`src/rtl/array_write.sv`:
```
// array_write: array-side write engine.
// Accepts one row per sof/eof-delimited write frame on a valid/ready stream
// and drives row activation (cs_n), column write strobes and precharge.
// Array timing (tRCD_WR, tRAS, tWR, tRP) comes from run-time inputs that are
// captured when a frame starts and held until the frame completes.
module array_write #(
  parameter int ARRAY_COL_ADDR_WIDTH   = 6,
  parameter int ARRAY_ROW_ADDR_WIDTH   = 16,
  parameter int ARRAY_DATA_WIDTH       = 64,
  parameter int ARRAY_FRAME_DATA_WIDTH = 3 + ARRAY_COL_ADDR_WIDTH + ARRAY_ROW_ADDR_WIDTH + ARRAY_DATA_WIDTH
) (
  input  logic                              clk,
  input  logic                              rst_n,
  input  logic                              i_array_wframe_valid,
  input  logic [ARRAY_FRAME_DATA_WIDTH-1:0] i_array_wframe_data,
  output logic                              o_array_wframe_ready,
  input  logic                              i_array_wr_start,
  output logic                              o_array_wr_done,
  input  logic [7:0]                        i_array_tRCD_WR,
  input  logic [7:0]                        i_array_tRAS,
  input  logic [7:0]                        i_array_tWR,
  input  logic [7:0]                        i_array_tRP,
  output logic                              o_array_cs_n,
  output logic [ARRAY_ROW_ADDR_WIDTH-1:0]   o_array_raddr,
  output logic                              o_array_caddr_vld_wr,
  output logic [ARRAY_COL_ADDR_WIDTH-1:0]   o_array_caddr_wr,
  output logic                              o_array_wdata_vld,
  output logic [ARRAY_DATA_WIDTH-1:0]       o_array_wdata
);

  // Frame beat field positions
  localparam int CADDR_LSB = 0;
  localparam int RADDR_LSB = ARRAY_COL_ADDR_WIDTH;
  localparam int DATA_LSB  = ARRAY_COL_ADDR_WIDTH + ARRAY_ROW_ADDR_WIDTH;
  localparam int RW_BIT    = DATA_LSB + ARRAY_DATA_WIDTH;
  localparam int SOF_BIT   = RW_BIT + 1;
  localparam int EOF_BIT   = RW_BIT + 2;

  // FSM encoding
  localparam logic [2:0] S_IDLE  = 3'd0;
  localparam logic [2:0] S_RCD   = 3'd1;
  localparam logic [2:0] S_WRITE = 3'd2;
  localparam logic [2:0] S_TWR   = 3'd3;
  localparam logic [2:0] S_PRE   = 3'd4;

  // State and timing registers
  logic [2:0] r_state;
  logic [7:0] r_cnt;       // shared down-counter for RCD and PRE
  logic [7:0] r_ras_cnt;   // cycles with cs_n low, k+1 in cycle C+k, saturating
  logic [7:0] r_wr_cnt;    // cycles since the last write strobe, saturating
  logic [7:0] r_tras;
  logic [7:0] r_twr;       // already clamped to a minimum of 1
  logic [7:0] r_trp;

  // Registered array pins / handshake
  logic                            r_cs_n;
  logic [ARRAY_ROW_ADDR_WIDTH-1:0] r_raddr;
  logic                            r_ready;
  logic                            r_done;
  logic                            r_caddr_vld;
  logic [ARRAY_COL_ADDR_WIDTH-1:0] r_caddr;
  logic                            r_wdata_vld;
  logic [ARRAY_DATA_WIDTH-1:0]     r_wdata;

  // Next-state values
  logic [2:0]                      w_state_nx;
  logic [7:0]                      w_cnt_nx;
  logic [7:0]                      w_ras_cnt_nx;
  logic [7:0]                      w_wr_cnt_nx;
  logic [7:0]                      w_tras_nx;
  logic [7:0]                      w_twr_nx;
  logic [7:0]                      w_trp_nx;
  logic                            w_cs_n_nx;
  logic [ARRAY_ROW_ADDR_WIDTH-1:0] w_raddr_nx;
  logic                            w_ready_nx;
  logic                            w_done_nx;
  logic                            w_strobe_nx;
  logic [ARRAY_COL_ADDR_WIDTH-1:0] w_caddr_nx;
  logic [ARRAY_DATA_WIDTH-1:0]     w_wdata_nx;

  // Beat fields and derived conditions
  logic                            w_sof;
  logic                            w_eof;
  logic                            w_rw;
  logic [ARRAY_COL_ADDR_WIDTH-1:0] w_beat_caddr;
  logic [ARRAY_ROW_ADDR_WIDTH-1:0] w_beat_raddr;
  logic [ARRAY_DATA_WIDTH-1:0]     w_beat_data;
  logic                            w_start;
  logic                            w_accept;
  logic [7:0]                      w_trcd_eff;
  logic [7:0]                      w_twr_eff;
  logic                            w_ras_met;
  logic                            w_wr_met;

  assign w_sof        = i_array_wframe_data[SOF_BIT];
  assign w_eof        = i_array_wframe_data[EOF_BIT];
  assign w_rw         = i_array_wframe_data[RW_BIT];
  assign w_beat_caddr = i_array_wframe_data[CADDR_LSB +: ARRAY_COL_ADDR_WIDTH];
  assign w_beat_raddr = i_array_wframe_data[RADDR_LSB +: ARRAY_ROW_ADDR_WIDTH];
  assign w_beat_data  = i_array_wframe_data[DATA_LSB +: ARRAY_DATA_WIDTH];

  // A frame starts only when start, valid, sof and write flag coincide
  assign w_start    = i_array_wr_start & i_array_wframe_valid & w_sof & w_rw;
  // Beats are only accepted while ready is presented (WRITE state)
  assign w_accept   = i_array_wframe_valid & r_ready;
  // Zero activate-to-write or write-recovery still needs one cycle
  assign w_trcd_eff = (i_array_tRCD_WR == 8'd0) ? 8'd1 : i_array_tRCD_WR;
  assign w_twr_eff  = (i_array_tWR == 8'd0) ? 8'd1 : i_array_tWR;
  // A zero tRAS is satisfied immediately by the >= compare
  assign w_ras_met  = (r_ras_cnt >= r_tras);
  assign w_wr_met   = (r_wr_cnt >= r_twr);

  // Next-state and next-output computation for the write FSM
  always_comb begin
    w_state_nx   = r_state;
    w_cnt_nx     = r_cnt;
    w_wr_cnt_nx  = r_wr_cnt;
    w_tras_nx    = r_tras;
    w_twr_nx     = r_twr;
    w_trp_nx     = r_trp;
    w_cs_n_nx    = r_cs_n;
    w_raddr_nx   = r_raddr;
    w_ready_nx   = r_ready;
    w_done_nx    = 1'b0;
    w_strobe_nx  = 1'b0;
    w_caddr_nx   = r_caddr;
    w_wdata_nx   = r_wdata;

    // tRAS keeps counting through bubbles for as long as the row is open
    if (!r_cs_n && (r_ras_cnt != 8'hFF)) begin
      w_ras_cnt_nx = r_ras_cnt + 8'd1;
    end else begin
      w_ras_cnt_nx = r_ras_cnt;
    end

    case (r_state)
      S_IDLE: begin
        w_ready_nx = 1'b0;
        w_cs_n_nx  = 1'b1;
        if (w_start) begin
          // The sof beat stays on the bus; it is consumed in WRITE
          w_raddr_nx   = w_beat_raddr;
          w_tras_nx    = i_array_tRAS;
          w_twr_nx     = w_twr_eff;
          w_trp_nx     = i_array_tRP;
          w_cs_n_nx    = 1'b0;
          w_ras_cnt_nx = 8'd1;
          // ready must be visible in the (tRCD-1)th cycle after activation
          if (w_trcd_eff == 8'd1) begin
            w_state_nx = S_WRITE;
            w_ready_nx = 1'b1;
          end else begin
            w_state_nx = S_RCD;
            w_cnt_nx   = w_trcd_eff - 8'd2;
          end
        end else begin
          w_state_nx = S_IDLE;
        end
      end

      S_RCD: begin
        if (r_cnt == 8'd0) begin
          w_state_nx = S_WRITE;
          w_ready_nx = 1'b1;
        end else begin
          w_cnt_nx = r_cnt - 8'd1;
        end
      end

      S_WRITE: begin
        if (w_accept) begin
          w_strobe_nx = 1'b1;
          w_caddr_nx  = w_beat_caddr;
          w_wdata_nx  = w_beat_data;
          if (w_eof) begin
            w_ready_nx  = 1'b0;
            w_state_nx  = S_TWR;
            w_wr_cnt_nx = 8'd0;
          end else begin
            w_state_nx = S_WRITE;
          end
        end else begin
          // Bubble: hold ready, no strobe
          w_state_nx = S_WRITE;
        end
      end

      S_TWR: begin
        if (w_wr_met && w_ras_met) begin
          w_state_nx = S_PRE;
          w_cs_n_nx  = 1'b1;
          w_cnt_nx   = r_trp;
          // With tRP of zero, done coincides with the first precharge cycle
          w_done_nx  = (r_trp == 8'd0);
        end else if (r_wr_cnt != 8'hFF) begin
          w_wr_cnt_nx = r_wr_cnt + 8'd1;
        end else begin
          w_wr_cnt_nx = r_wr_cnt;
        end
      end

      S_PRE: begin
        if (r_cnt == 8'd0) begin
          w_state_nx = S_IDLE;
        end else begin
          w_cnt_nx  = r_cnt - 8'd1;
          w_done_nx = (r_cnt == 8'd1);
        end
      end

      default: begin
        w_state_nx = S_IDLE;
        w_cs_n_nx  = 1'b1;
        w_ready_nx = 1'b0;
      end
    endcase
  end

  // State, counter and output registers with asynchronous reset
  always_ff @(posedge clk or negedge rst_n) begin
    if (!rst_n) begin
      r_state     <= S_IDLE;
      r_cnt       <= 8'd0;
      r_ras_cnt   <= 8'd0;
      r_wr_cnt    <= 8'd0;
      r_tras      <= 8'd0;
      r_twr       <= 8'd1;
      r_trp       <= 8'd0;
      r_cs_n      <= 1'b1;
      r_raddr     <= '0;
      r_ready     <= 1'b0;
      r_done      <= 1'b0;
      r_caddr_vld <= 1'b0;
      r_caddr     <= '0;
      r_wdata_vld <= 1'b0;
      r_wdata     <= '0;
    end else begin
      r_state     <= w_state_nx;
      r_cnt       <= w_cnt_nx;
      r_ras_cnt   <= w_ras_cnt_nx;
      r_wr_cnt    <= w_wr_cnt_nx;
      r_tras      <= w_tras_nx;
      r_twr       <= w_twr_nx;
      r_trp       <= w_trp_nx;
      r_cs_n      <= w_cs_n_nx;
      r_raddr     <= w_raddr_nx;
      r_ready     <= w_ready_nx;
      r_done      <= w_done_nx;
      r_caddr_vld <= w_strobe_nx;
      r_caddr     <= w_caddr_nx;
      r_wdata_vld <= w_strobe_nx;
      r_wdata     <= w_wdata_nx;
    end
  end

  assign o_array_wframe_ready = r_ready;
  assign o_array_wr_done      = r_done;
  assign o_array_cs_n         = r_cs_n;
  assign o_array_raddr        = r_raddr;
  assign o_array_caddr_vld_wr = r_caddr_vld;
  assign o_array_caddr_wr     = r_caddr;
  assign o_array_wdata_vld    = r_wdata_vld;
  assign o_array_wdata        = r_wdata;

endmodule

```
`config.mk`:
```
export PLATFORM = sky130hd
export DESIGN_NAME = array_write
export DESIGN_NICKNAME = d
export VERILOG_FILES = /design/src/rtl/array_write.sv
export SDC_FILE = /design/constraint.sdc
export NUM_CORES = 1
export LEC_CHECK = 0
export CAP_MARGIN = 10
export CORE_MARGIN = 10
export CORE_UTILIZATION = 46
export DETAILED_ROUTE_END_ITERATION = 16
export GPL_TIMING_DRIVEN = 0
export PLACE_DENSITY = 0.86
export SYNTH_ARGS = -nofsm -noshare
export SYNTH_HDL_FRONTEND = slang
export SYNTH_SLANG_ARGS = --single-unit
```
`constraint.sdc`:
```
create_clock -name clk -period 2.3 [get_ports clk]
set_input_delay 0.69 -clock clk [delete_from_list [all_inputs] [get_ports clk]]
set_output_delay 0.69 -clock clk [all_outputs]
set_load 0.02 [all_outputs]
```
* Yosys cells after proc, flatten, opt, wreduce, memory -nomap -nowiden *
Cells that the tools add are included.

word-level totals
  register bits = 141
  latch bits = 0
  memory bits (writable) = 0
  ROM bits = 0
  input bits = 125
  output and inout port bits = 91
  memories = 0

operators by class
  $add $sub $neg = 4
  $mul = 0
  divide/modulo/power cells = 0
  $lt $le $gt $ge = 2
  equal/unequal tests = 18
  shifts and indexed selects = 0
  multiplexer cells = 37
  bitwise operators = 6
  reduce and logical (&&, ||, !) cells = 20

operators by type and width
  cell                   count
  $mux W8                13
  $logic_not A8 Y1       4
  $pmux W8 S3            1
  $ne A2 B2 Y1 const B   10
  $add A8 B1 Y8 const B  2
  $eq A8 B1 Y1 const B   2
  $ge A8 B8 Y1           2
  $ne A8 B8 Y1 const B   2
  $pmux W8 S2            1
  $mux W3                5
  $pmux W3 S5            1
  $mux W1                12
  $reduce_and A5 Y1      2
  $sub A8 B1 Y8 const B  1
  $sub A8 B2 Y8 const B  1
  $eq A3 B2 Y1 const B   2
  $reduce_and A2 Y1      3
  $and A1 B1 Y1          4
  $pmux W1 S4            1
  $reduce_and A4 Y1      1
  $reduce_or A2 Y1       2
  $eq A3 B1 Y1 const B   1
  $eq A3 B3 Y1 const B   1
  $logic_not A3 Y1       1
  10 further kinds       12

* Longest topological paths before layout *
Gate-level depths: netlist of the first run.

  depth in word-level cells = 6
  depth in mapped cells = 10
  depth with buffers taken out = 8

* Worst setup path after synthesis of the first run *
OpenSTA, ideal clock, no wires.

  path kind = reg-to-reg
  start point = register r_ras_cnt[3]
  end point = register r_cnt[1]
  setup time = 125 ps
  data arrival time = 2,024 ps
  path slack = 151 ps
  cell stages (with the launch flop) = 8
  clock period less this slack = 2,149 ps
  cell sequence = dfrtp_1 > ha_1 > a211oi_2 > o21ai_1 > a221oi_2 > nor2_2 > o21ai_2 > mux2_2

on the way
  word-level cells in the longest chain between the ends = 4

RTL lines
  item                         RTL line  RTL
  start: declaration           49        logic [7:0] r_ras_cnt;
  start signal: assignment     240       r_ras_cnt <= w_ras_cnt_nx;
  $ge A8 B8 Y1                 110       assign w_ras_met = (r_ras_cnt >= r_tras);
  $logic_and A1 B1 Y1          189       if (w_wr_met && w_ras_met) begin
  $ne A2 B2 Y1 (no line)       -
  $reduce_and A5 Y1 (no line)  -
  end signal: assignment       239       r_cnt <= w_cnt_nx;
  end: declaration             48        logic [7:0] r_cnt;

No other way between the ends.
A chain may end at the register's enable or synchronous reset.

* Worst setup path in the final report of the first run *
  start point = register r_twr[0]
  end point = register r_wr_cnt[3]

on the way
  word-level cells in the longest chain between the ends = 4

RTL lines
  item                         RTL line  RTL
  start: declaration           52        logic [7:0] r_twr;
  start signal: assignment     243       r_twr <= w_twr_nx;
  $ge A8 B8 Y1                 111       assign w_wr_met = (r_wr_cnt >= r_twr);
  $logic_and A1 B1 Y1          189
  $ne A2 B2 Y1 (no line)       -
  $reduce_and A5 Y1 (no line)  -
  end signal: assignment       241       r_wr_cnt <= w_wr_cnt_nx;
  end: declaration             50        logic [7:0] r_wr_cnt;

No other way between the ends.

==> impl_metrics.toml, run 1 <==
[final_layout]
final_cells = 971
multi_input_area_sq_mm = 0.00288
syn2layout_area_growth_pct = 51.4
seq_area_sq_mm = 0.00353
layout.nets = 922
fin_util_pct = 70.6
nFillCells = 936
drive_gt1_share_pct = 24.6

[timing]
skew_ns = 0.00660
rsz0062_at_grt = "yes"
timing.final.ws_setup_ns = 0.0114
maxSlewHeadroom_pct = 57.1
fin_hold_ws_ns = 0.281
hold_violations = 0
worstMarginPinSlew_ns = 0.644
period_minus_slack_ns = 2.29
period_share_pct = 99.5
drv_slew = 0
fmax_mhz = 437
tns_ns = 0
setup_viol = 0

[setup_path]
r2r-start = "r_twr[0]"
worstPathRequired_ns = 2.65
crit_path_start = "r_twr[0]"
arrival_ns = 2.63
path_cells = "ha_4 -> nor3b_4 -> o21ai_2 -> a221oi_2 -> nor2_4 -> buf_6 -> or4_4 -> nand3_2"
slowest_delay_ns = 0.56
crit_fanout = 6
endpoint_kind = "flip-flop"
crit_buf_inv = 1
start_kind = "flip-flop"
cp_slowest_cell = "dfstp_2"
crit_family = "simple AND/OR/NAND/NOR gates"
crit_type = "reg2reg"

[power_and_ir_drop]
power_density_mw_per_mm2 = 1250
power_leakage_nw = 4.19
peakVddDrop_uv = 487

[detailed_routing]
wire_per_inst_microns = 20.6
postRouteWirelength_mm = 20.0
ant_nets = 0
vias = 5267
via_per_inst = 5.42
drt_first_pass_iters = 4
remaining_drc_errors = 0
first_iter_violations = 362

[global_route]
antenna_found_initial = 2
grt-ovfl-total = 0
gr-usage-all-layers_pct = 20.4
grt_pass1_vias = 5571
grt_max_degree = 72
grt_pass1_wl_mm = 31.5

[clock_tree]
cts_sinks = 141
numCtsBuffers = 17
htree_levels = 4
root_buffer = "clkbuf_16"
clkLatencyLatePin_ns = 0.42
path_clk_slew_ns = 0.06
cts_hold_buf = 0
cts_max_path_buffers = 2
cts_tree = "yes"

[synth]
syn_avg_cell_area_sq_um = 12.2
async_reset_ff_share_pct = 100
ys_ff_latch = 141
synth_flop_cell = "dfrtp_1"
synthesis.nets = 675
synth_area_sq_mm = 0.00645
ys_warn_count = 0
synth_seq_area_share_pct = 54.8
syn_inst = 529
ys_types = 59
synth_edf_count = 0

[floorplanning]
coreArea_sq_mm = 0.0138
boundaryPins = 216
initial_core_util_pct = 46.6
die_area_sq_mm = 0.0191
rows = 43
die_h_microns = 138
fp.dieW_microns = 138

[placement]
pre_cts_ws_ns = -0.687
place_inst = 925
gp_congestion = 0.914
place_hpwl_mm = 15.2
portBuffers = 215

[run_status]
status = "completed"

[run]
drv_cap = 0

[min_path]
hold_class = "in2async"
[through the flow]
stage | instance area [sq um] | total power [W]
3_5_place_dp | 8850 | 0.00914
3_3_place_gp | 8820 | 0.00890
2_1_floorplan | 6450 | 0.00675
5_1_grt | 9760 | 0.0128
6_report | 9760 | 0.0122
4_1_cts | 9580 | 0.0121
[cells in the final DEF, fill, tap and decap left out, types with 5 or more instances in the layout]
cell	synthesis	final
clkdlybuf4s50_1	0	213
dfrtp_1	139	136
mux2_2	98	98
nand2_1	39	39
o21ai_0	24	23
inv_1	22	21
nor2_1	20	20
ha_1	21	18
clkbuf_16	0	18
a21oi_1	16	16
nand3_1	15	13
buf_2	12	12
clkbuf_1	8	9
buf_4	1	9
o211ai_1	8	8
xor2_1	7	7
nor3_1	8	7
nand4_1	5	5
buf_6	1	5
or4_1	7	5
[worst register-to-register path, cell delays in order (launching register included)]
cell and delay [ns]:
dfstp_2 0.56, ha_4 0.21, nor3b_4 0.20, o21ai_2 0.09, a221oi_2 0.37, nor2_4 0.11
buf_6 0.16, or4_4 0.43, nand3_2 0.09
[area by class of cell]
type	count	share of cell area [%]
Tap cell	180	2.31
Buffer	23	1.27
Clock buffer	22	4.86
Inverter	22	0.846
Sequential cell	141	36.2
Antenna cell	2	0.0513
Clock inverter	10	1.41
Multi-Input combinational cell	343	29.5
Timing Repair Buffer	228	23.5
[routing by layer]
| metal | share of wire, % | up-vias | global-route usage (%) |
|---|---|---|---|
| met3 | 6.3 | 29 | 5.75 |
| met5 | 0 | - | 0 |
| met2 | 53 | 205 | 36.9 |
| li1 | - | 2424 | - |
| met4 | 2.4 | 0 | 8.32 |
| met1 | 38 | 2609 | 21.8 |
[timing repair]
action / CTS / global route
buffers inserted: 4 / 6
endpoints found under the hold margin: 0 / 0
pin swaps: 7 / 20
endpoints found under the setup margin: 48 / 42
cloned: 0 / 2
gates resized for setup: 17 / 24
[power by group]
| group | internal, W | total (W) | switching (W) |
|---|---|---|---|
| Combinational | 0.00268 | 0.00530 | 0.00263 |
| Clock | 0.00179 | 0.00280 | 0.00102 |
| Sequential | 0.00344 | 0.00410 | 0.000660 |
| Total | 0.00790 | 0.0122 | 0.00430 |
[registers in the layout, summed over array words and instances, names as in the netlist, 3 cells and up]
register / count
r_tras: 8
r_trp: 8
r_state: 3
r_cnt: 8
o_array_raddr: 16
r_ras_cnt: 8
r_wr_cnt: 8
o_array_caddr_wr: 6
o_array_wdata: 64
r_twr: 8
[worst paths after layout]
path | end | slack, ns | cells after the start
max | r_wr_cnt[3] | 0.01 | 8
min | o_array_wdata[61] | 0.28 | 1
max reg2reg | r_wr_cnt[3] | 0.01 | 8
min reg2reg | o_array_raddr[11] | 0.50 | 1
max in group asynchronous | o_array_cs_n | 1.22 | 2
min in group clk | o_array_raddr[11] | 0.50 | 1
[cell usage after synthesis, types with 2 or more instances]
cell type	n	share of area [%]
o221ai_1	3	0.41
mux2_2	98	17
xnor2_1	4	0.54
dfstp_2	2	0.82
xor2_1	7	0.95
nor4_1	4	0.39
and3_1	3	0.29
a211oi_2	2	0.39
and2_1	2	0.19
o21ai_1	2	0.16
o211ai_1	8	0.93
o311ai_0	2	0.27
nor3b_1	3	0.35
a22oi_1	3	0.35
nand2_1	39	2.3
nor2_1	20	1.2
o2111a_1	2	0.35
a221oi_2	2	0.47
buf_2	12	0.93
nand3_1	15	1.2
a221oi_1	2	0.27
nor3_1	8	0.62
ha_1	21	4.1
o31ai_1	3	0.35
a21oi_1	16	1.2
nor2_2	3	0.29
or4_1	7	0.82
a21o_1	4	0.47
o2bb2ai_1	5	0.68
dfrtp_1	139	54
inv_1	22	1.3
or3_1	2	0.19
or2_2	2	0.19
o22ai_1	2	0.19
clkbuf_1	8	0.47
nand4_1	5	0.49
o21ai_0	24	1.9
nand2b_1	2	0.19
[kinds of logic after synthesis]
kind of cell | after synthesis | synth area share [%]
multiplexers | 99 | 17.3
buffers and inverters | 45 | 3.03
AND/OR/NAND/NOR | 120 | 9.32
flip-flops | 141 | 54.8
adder cells (fa/ha/maj) | 21 | 4.08
XOR/XNOR | 11 | 1.49
AO/OA/AOI/OAI | 92 | 10.0
Power figures use the tool's default switching activity.
==> inputs of run 2 (changes only) <==
--- a/config.mk
+++ b/config.mk
@@ -7,10 +7,10 @@
 export LEC_CHECK = 0
 export CAP_MARGIN = 10
 export CORE_MARGIN = 10
-export CORE_UTILIZATION = 46
+export CORE_UTILIZATION = 35
 export DETAILED_ROUTE_END_ITERATION = 16
 export GPL_TIMING_DRIVEN = 0
-export PLACE_DENSITY = 0.86
+export PLACE_DENSITY = 0.69
 export SYNTH_ARGS = -nofsm -noshare
 export SYNTH_HDL_FRONTEND = slang
 export SYNTH_SLANG_ARGS = --single-unit
==> constraint.sdc (replaced) <==
create_clock -name clk -period 2.2 [get_ports clk]
set_input_delay 0.66 -clock clk [delete_from_list [all_inputs] [get_ports clk]]
set_output_delay 0.66 -clock clk [all_outputs]
set_load 0.02 [all_outputs]
==> impl_metrics.toml, run 2 (same netlist as run 1, synthesis figures left out) <==
[run_status]
status = "finished with violations"
violations = "setup timing"

[global_route]
gr-usage-all-layers_pct = 15.3
grt_pass1_vias = 5435
grt_max_degree = 73
grt_pass1_wl_mm = 29.8
antenna_found_initial = 0
grt-ovfl-total = 0

[setup_path]
start_kind = "flip-flop"
endpoint_kind = "flip-flop"
crit_fanout = 8
slowest_delay_ns = 0.46
path_cells = "ha_1 -> o211ai_1 -> o21ai_2 -> a221oi_4 -> nor2_4 -> buf_6 -> or4_1 -> nand3_1"
r2r_cells = 8
crit_type = "reg2reg"
arrival_ns = 2.56
worstPathRequired_ns = 2.54
cp_slowest_cell = "or4_1"

[clock_tree]
root_buffer = "clkbuf_16"
cts_sinks = 141
numCtsBuffers = 17
cts_max_path_buffers = 2
htree_levels = 4
cts_tree = "yes"
clkLatencyLatePin_ns = 0.41
path_clk_slew_ns = 0.06

[timing]
drv_slew = 0
tns_ns = -0.0285
hold_violations = 0
fmax_mhz = 451
maxSlewHeadroom_pct = 56.5
setup_viol = 3
timing.final.ws_setup_ns = -0.0194
worstMarginPinSlew_ns = 0.653
rsz0062_at_grt = "yes"
period_share_pct = 101
skew_ns = 0.00857
period_minus_slack_ns = 2.22

[power_and_ir_drop]
p_comb_share_pct = 44.5
power.share.switching_pct = 35.3
peakVddDrop_uv = 766
power.share.clock_pct = 22.2
power_density_mw_per_mm2 = 1290
p_seq_share_pct = 33.3
switchingPower_w = 0.00449
internal_power_w = 0.00823
power_leakage_nw = 4.22

[detailed_routing]
postRouteWirelength_mm = 19.1
vias = 5227
remaining_drc_errors = 0
ant_nets = 0
wire_per_inst_microns = 18.7
drt_first_pass_iters = 5
via_per_inst = 5.10
first_iter_violations = 332

[final_layout]
seq_area_sq_mm = 0.00354
nFillCells = 1512
drive_gt1_share_pct = 25.9
multi_input_area_sq_mm = 0.00290
fin_util_pct = 54.6
syn2layout_area_growth_pct = 52.8
final_cell_mix = "212 x clkdlybuf4s50_1, 134 x dfrtp_1, 95 x mux2_2"
final_cells = 1024
final_common_cell = "clkdlybuf4s50_1"
antenna_cells = 0
largest_reg_flops = 64
layout.nets = 929

[placement]
place_hpwl_mm = 14.7
portBuffers = 215
place_inst = 974
pre_cts_ws_ns = -0.763
gp_congestion = 0.892

[floorplanning]
die_area_sq_mm = 0.0242
fp.dieW_microns = 156
initial_core_util_pct = 35.8
boundaryPins = 216
coreArea_sq_mm = 0.0180
die_h_microns = 156
rows = 49

[run]
drv_cap = 0

[min_path]
hold_class = "in2async"
-- run 2: cell types whose count changed in the layout (fill, tap and decap cells not counted), sizes merged --
cell	previous run	this run
buf	29	37
clkbuf	30	29
inv	22	23
clkinvlp	2	5
diode	2	0
clkinv	5	1
bufinv	3	2
clkdlybuf4s50	213	212
dlymetal6s2s	0	1
-- run 2: repair_timing --
action / in CTS / in global routing
buffers inserted: 12 / 7
pin swaps: 11 / 10
resized for setup: 28 / 20
endpoints found under the setup margin: 135 / 131
hold buffers: 0 / 0
-- run 2: power by group through the flow --
stage | Sequential, W | Clock, W | Combinational [W]
after floorplan | 0.00506 | 0 | 0.00199
after global placement | 0.00424 | 0 | 0.00508
after detailed placement | 0.00431 | 0 | 0.00522
after CTS | 0.00424 | 0.00290 | 0.00551
after global routing | 0.00437 | 0.00300 | 0.00606
final | 0.00424 | 0.00282 | 0.00566
-- run 2: worst max-delay path: cells and delay by family, from the launching register on --
kind / cells / cell delay [ns]
and+or+nand+nor: 3 / 0.65
DFF: 1 / 0.40
adders and majority gates: 1 / 0.30
AOI/OAI and AO/OA: 3 / 0.64
buffers and inverters: 1 / 0.14
-- run 2: layer usage --
layer	GRT usage, %	part of all wire (%)	vias to the layer above
met3	4.05	6.6	40
met1	17.5	40	2549
li1	-	-	2432
met4	5.04	1.9	0
met5	0	0	-
met2	27.1	52	206
-- run 2: final timing paths --
check	start	to	slack, ns
worst max-delay path	r_ras_cnt[1]	r_wr_cnt[3]	-0.02
worst max register to register	r_ras_cnt[1]	r_wr_cnt[3]	-0.02
min in group clk	o_array_raddr[15]	o_array_raddr[15]	0.50
max in group asynchronous	rst_n	r_cnt[0]	1.19
worst min-delay path	rst_n	o_array_wdata[1]	0.23
worst min register to register	o_array_raddr[15]	o_array_raddr[15]	0.50
-- run 2: cell type report --
type	instances	share of cell area, %
plain buffers	23	1.19
clock buffers	22	4.81
clock inverters	9	1.13
inverters	22	0.838
multi-input cells	343	29.5
flip-flops and latches	141	35.9
well taps	229	2.91
repair buffers	235	23.7
-- run 2: through the flow --
step | cell area, sq um | hold slack [ns] | power [W]
2_1_floorplan | 6450 | 0.364 | 0.00706
3_3_place_gp | 8880 | 0.488 | 0.00932
3_5_place_dp | 8910 | 0.494 | 0.00953
4_1_cts | 9720 | 0.258 | 0.0127
5_1_grt | 9850 | 0.292 | 0.0134
6_report | 9850 | 0.232 | 0.0127
